File: config.mk
export PLATFORM = sky130hd
export DESIGN_NAME = mips_avalon_arbiter
export DESIGN_NICKNAME = d
export VERILOG_FILES = /design/src/rtl/mips_avalon_pkg.sv /design/src/rtl/mips_avalon_arb_pick.sv /design/src/rtl/mips_avalon_arbiter.sv
export SDC_FILE = /design/constraint.sdc
export NUM_CORES = 1
export LEC_CHECK = 0
export BUFFER_PORTS_ARGS = -buffer_cell sky130_fd_sc_hd__buf_2
export CAP_MARGIN = 20
export CORE_AREA = 2 2 105 107
export CTS_CLUSTER_SIZE = 14
export DETAILED_ROUTE_END_ITERATION = 7
export DIE_AREA = 0 0 107 109
export GPL_ROUTABILITY_DRIVEN = 0
export GPL_TIMING_DRIVEN = 0
export PLACE_DENSITY = 0.73
export SKIP_CTS_REPAIR_TIMING = 1
export SLEW_MARGIN = 30
export SYNTH_ARGS = -nofsm -noshare
export SYNTH_HDL_FRONTEND = slang
export SYNTH_HIERARCHICAL = 1
export SYNTH_SLANG_ARGS = --single-unit
File: constraint.sdc
create_clock -name clk -period 2 [get_ports clk]
set_clock_uncertainty 0.05 [all_clocks]
set_input_delay 0.2 -clock clk [delete_from_list [all_inputs] [get_ports clk]]
set_output_delay 0.2 -clock clk [all_outputs]
set_load 0.02 [all_outputs]
File: src/rtl/mips_avalon_pkg.sv
// mips_avalon_pkg: shared arbiter state encoding and the CPU reset vector.
package mips_avalon_pkg;
  typedef enum logic [1:0] {IDLE, GNT_I, GNT_D} arb_state_t;
  localparam logic [31:0] RESET_VECTOR = 32'hBFC00000;
endpackage

File: src/rtl/mips_avalon_arb_pick.sv
// mips_avalon_arb_pick: combinational winner select between fetch and data requests.
// ARB_RR_EN selects round-robin tie-break via rr_ptr (1 = data), else fixed DATA_PRIORITY.
module mips_avalon_arb_pick #(
  parameter int DATA_PRIORITY = 1
) (
  input  logic i_req,
  input  logic d_req,
`ifdef ARB_RR_EN
  input  logic rr_ptr,
`endif
  output logic gnt_d
);
`ifdef ARB_RR_EN
  assign gnt_d = d_req & (!i_req | rr_ptr);
`else
  assign gnt_d = d_req & (!i_req | (DATA_PRIORITY != 0));
`endif
endmodule

File: src/rtl/mips_avalon_arbiter.sv
// mips_avalon_arbiter: two-master (fetch, data) to one-slave Avalon-MM arbiter.
// Define ARB_RR_EN for round-robin tie-break; default is fixed priority.
import mips_avalon_pkg::*;
module mips_avalon_arbiter #(
  parameter int ADDR_W = 32,
  parameter int DATA_W = 32,
  parameter int DATA_PRIORITY = 1
) (
  input  logic                clk,
  input  logic                reset,
  input  logic [ADDR_W-1:0]   i_address,
  input  logic                i_read,
  output logic                i_waitrequest,
  output logic [DATA_W-1:0]   i_readdata,
  input  logic [ADDR_W-1:0]   d_address,
  input  logic                d_read,
  input  logic                d_write,
  input  logic [DATA_W-1:0]   d_writedata,
  input  logic [DATA_W/8-1:0] d_byteenable,
  output logic                d_waitrequest,
  output logic [DATA_W-1:0]   d_readdata,
  output logic [ADDR_W-1:0]   m_address,
  output logic                m_read,
  output logic                m_write,
  output logic [DATA_W-1:0]   m_writedata,
  output logic [DATA_W/8-1:0] m_byteenable,
  input  logic                m_waitrequest,
  input  logic [DATA_W-1:0]   m_readdata
);
  arb_state_t state, state_nxt;
  logic d_req, gnt_d, done;
  assign d_req = d_read | d_write;
  assign done = (state != IDLE) & !m_waitrequest;
`ifdef ARB_RR_EN
  logic rr_ptr;
  always_ff @(posedge clk)
    if (reset) rr_ptr <= 1'b1;
    else if (done) rr_ptr <= (state == GNT_I);
  mips_avalon_arb_pick #(.DATA_PRIORITY(DATA_PRIORITY)) u_pick (
    .i_req(i_read), .d_req(d_req), .rr_ptr(rr_ptr), .gnt_d(gnt_d));
`else
  mips_avalon_arb_pick #(.DATA_PRIORITY(DATA_PRIORITY)) u_pick (
    .i_req(i_read), .d_req(d_req), .gnt_d(gnt_d));
`endif
  always_comb begin
    state_nxt = state;
    if (state == IDLE) state_nxt = !(i_read | d_req) ? IDLE : gnt_d ? GNT_D : GNT_I;
    else if (!m_waitrequest) state_nxt = IDLE;
  end
  always_ff @(posedge clk)
    if (reset) state <= IDLE;
    else state <= state_nxt;
  // Slave-facing signals load only from IDLE, so they stay frozen for the whole grant.
  always_ff @(posedge clk)
    if (reset) begin
      m_address    <= '0;
      m_read       <= 1'b0;
      m_write      <= 1'b0;
      m_writedata  <= '0;
      m_byteenable <= '0;
    end else if (state == IDLE) begin
      m_read  <= gnt_d ? (d_read & !d_write) : i_read;
      m_write <= gnt_d & d_write;
      if (i_read | d_req) begin
        m_address    <= gnt_d ? d_address : i_address;
        m_writedata  <= gnt_d ? d_writedata : '0;
        m_byteenable <= gnt_d ? d_byteenable : '1;
      end
    end else if (done) begin
      m_read  <= 1'b0;
      m_write <= 1'b0;
    end
  assign i_waitrequest = i_read & !(state == GNT_I & !m_waitrequest);
  assign d_waitrequest = d_req & !(state == GNT_D & !m_waitrequest);
  assign i_readdata = (state == GNT_I) ? m_readdata : '0;
  assign d_readdata = (state == GNT_D) ? m_readdata : '0;
`ifndef SYNTHESIS
  always @(negedge clk)
    if (!reset && d_read && d_write) $fatal(1, "protocol error: d_read and d_write both high");
`endif
endmodule

==> reports/qor.yml <==
clocking:
  clkSinkCount: 72
  clock_latency_ns: 0.34
  htreeDepth: 3
  cts-root-buf: "clkbuf_8"
  cts_made_buffers: 9
  cts.clk_slew.worst_paths_ns: 0.08
  cts_tree: "built"
  clk_path_buf_depth: 2
global_routing:
  track_usage_pct: 21.40
  grt_pass1_wl_um: 19510
  gr-total-overflow: 0
  grt_max_degree: 13
  grt_pass1_vias: 3949
  antenna_found_initial: 0
pwr:
  vdd_drop_max_v: 0.0005361
  powerDensity_nw_per_um2: 761.6
  p_leak_nw: 2.780
sta:
  max_freq_mhz: 518.8
  worstMarginPinSlew_ns: 0.6137
  hold_viol_final: 0
  fin_crit_sh_pct: 96.38
  finalSetupViolations: 0
  tns_ns: 0
  period_needed_ns: 1.928
  rsz0062_at_grt: "true"
  maxSlewViolCount: 0
  slew_headroom_pct: 58.86
detailed_routing:
  vias: 4239
  drc: 0
  wl_per_cell_um: 15.47
  first_pass_iters: 5
  vias_per_cell: 5.052
  drt-total-wl_um: 12980
  drt_iter0_drc: 296
  ant_nets: 0
logic_synthesis:
  synth_area_leader_cell: "dfxtp_1"
  synth_cell_types: 28
  synth_top_area_share_pct: 40.89
  syn_area_um2: 3525
  syn_inst: 412
  syn-mean-instance-area_um2: 8.555
  ys_ff_latch: 72
  ys.flop_type: "dfxtp_1"
  ys_top_cells_by_area: "dfxtp_1, and2_1, a21oi_1, mux2i_1, a211oi_1"
  synth_edf_count: 0
  yosys-top-cells-count: "a21oi_1, dfxtp_1, and2_1"
  async_reset_ff_share_pct: 0
  synth_warnings: 6
  syn-num-nets: 550
  ys_seq_area_share_pct: 40.89
worst_setup_path:
  cp.required_ns: 1.75
  crit_buf_inv: 2
  critPathLaunchType: "flip-flop"
  crit_arrival_ns: 1.68
  critPathMaxFanout: 10
  crit_type: "flip-flop to primary output"
  slowest_stage: "dfxtp_1"
  cp_top_family: "buffers and inverters"
  max_stage_delay_ns: 0.41
  cp_cell_sequence: "nor2b_2 -> buf_1 -> and2_1 -> buf_2"
  r2r_slack_ns: 0.29
  endpoint_kind: "primary output"
placement:
  dp_hpwl_um: 10250
  port_buffers: 272
floorplan:
  die_h_um: 109
  chipWidth_um: 107
  rows: 38
  initial_utilization_pct: 33.24
  die_area_um2: 11660
  coreArea_um2: 10600
  ioPinCount: 274
final_layout:
  drive_gt1_share_pct: 45.49
  fillCellCount: 1050
  num_antenna_cells: 0
  regArea_um2: 1441
  syn2layout_area_growth_pct: 49.13
  nets: 833
  final_util_pct: 49.58
  multiInputGateArea_um2: 1848
run:
  maxCapViolations: 0
run_status:
  status: "completed"
hold_path:
  hold_class: "input port to flip-flop"
-- worst register-to-register path: cells and delay by family (launching register included) --
kind,cells,cell delay [ns]
AND/OR/NAND/NOR,1,0.44
AO/OA/AOI/OAI,2,0.38
flip-flops,1,0.35
buffers and inverters,1,0.41
-- final timing paths --
path,start,to,depth (start not counted)
hold / removal,d_byteenable[2],m_byteenable[2],3
setup / recovery,state[1],d_readdata[26],4
hold reg to reg,m_writedata[22],m_writedata[22],2
setup reg to reg,state[1],m_address[22],4
-- sequential cells by signal, summed over array words and instances, names as in the netlist --
| signal | count |
|---|---|
| m_writedata | 32 |
| m_byteenable | 4 |
| m_address | 32 |
| state | 2 |
| m_read | 1 |
| m_write | 1 |
-- layer usage --
metal / vias to the layer above / GRT usage (%) / part of all wire [%]
met5: - / 0 / 0
met4: 0 / 5.844 / 1.6
met3: 22 / 5.858 / 7.6
met2: 203 / 38.03 / 50
met1: 1962 / 25.43 / 41
li1: 2052 / - / -
-- metrics by stage --
| stage | cell area, µm² | total power, mW | setup slack [ns] | instances | hold slack (ns) |
|---|---|---|---|---|---|
| global route | 5256 | 4.230 | -0.06302 | 839 | 0.05138 |
| floorplan | 3525 | 2.420 | 0.5673 | 412 | 0.2937 |
| finish | 5256 | 4.003 | 0.07234 | 839 | 0.05973 |
| global placement | 5061 | 2.885 | 0.1475 | 824 | 0.4030 |
| CTS | 5246 | 4.037 | -0.1216 | 839 | 0.05122 |
| detailed placement | 5061 | 2.916 | 0.1295 | 824 | 0.4148 |
-- cell families (layout without fill, tap and decap cells) --
kind of cell	Yosys count	count (layout)	share of synthesized area, %
muxes	32	32	9.088
DFF	72	72	40.89
AOI/OAI and AO/OA	143	143	23.25
buffers and inverters	53	340	6.816
and+or+nand+nor	112	112	19.95
-- placed cells by master (no fill, tap or decap), types with 3 or more instances in the layout --
cell	count
o21ai_1	3
a21oi_1	72
dfxtp_1	72
nand3_1	3
and2_1	64
inv_1	5
clkinv_2	3
buf_2	289
a311oi_1	5
nand4_1	32
buf_1	5
clkbuf_8	9
mux2i_1	32
clkbuf_1	18
clkbuf_2	5
a211oi_1	32
o21ai_0	29
-- final cells by class --
cell class | count | share of cell area (%)
repair buffers | 272 | 25.90
flip-flops and latches | 72 | 27.42
clock inverters | 6 | 1.166
plain buffers | 48 | 4.308
multi-input cells | 287 | 35.16
well taps | 140 | 3.333
clock buffers | 9 | 2.357
inverters | 5 | 0.3571
-- where the power goes --
| part | internal (mW) | leakage [nW] | switching (mW) |
|---|---|---|---|
| registers | 1.58 | 0.596 | 0.0794 |
| logic | 0.464 | 2.09 | 0.756 |
| clock network | 0.565 | 0.0948 | 0.556 |
Note: power is estimated with default switching activity, not from simulation.
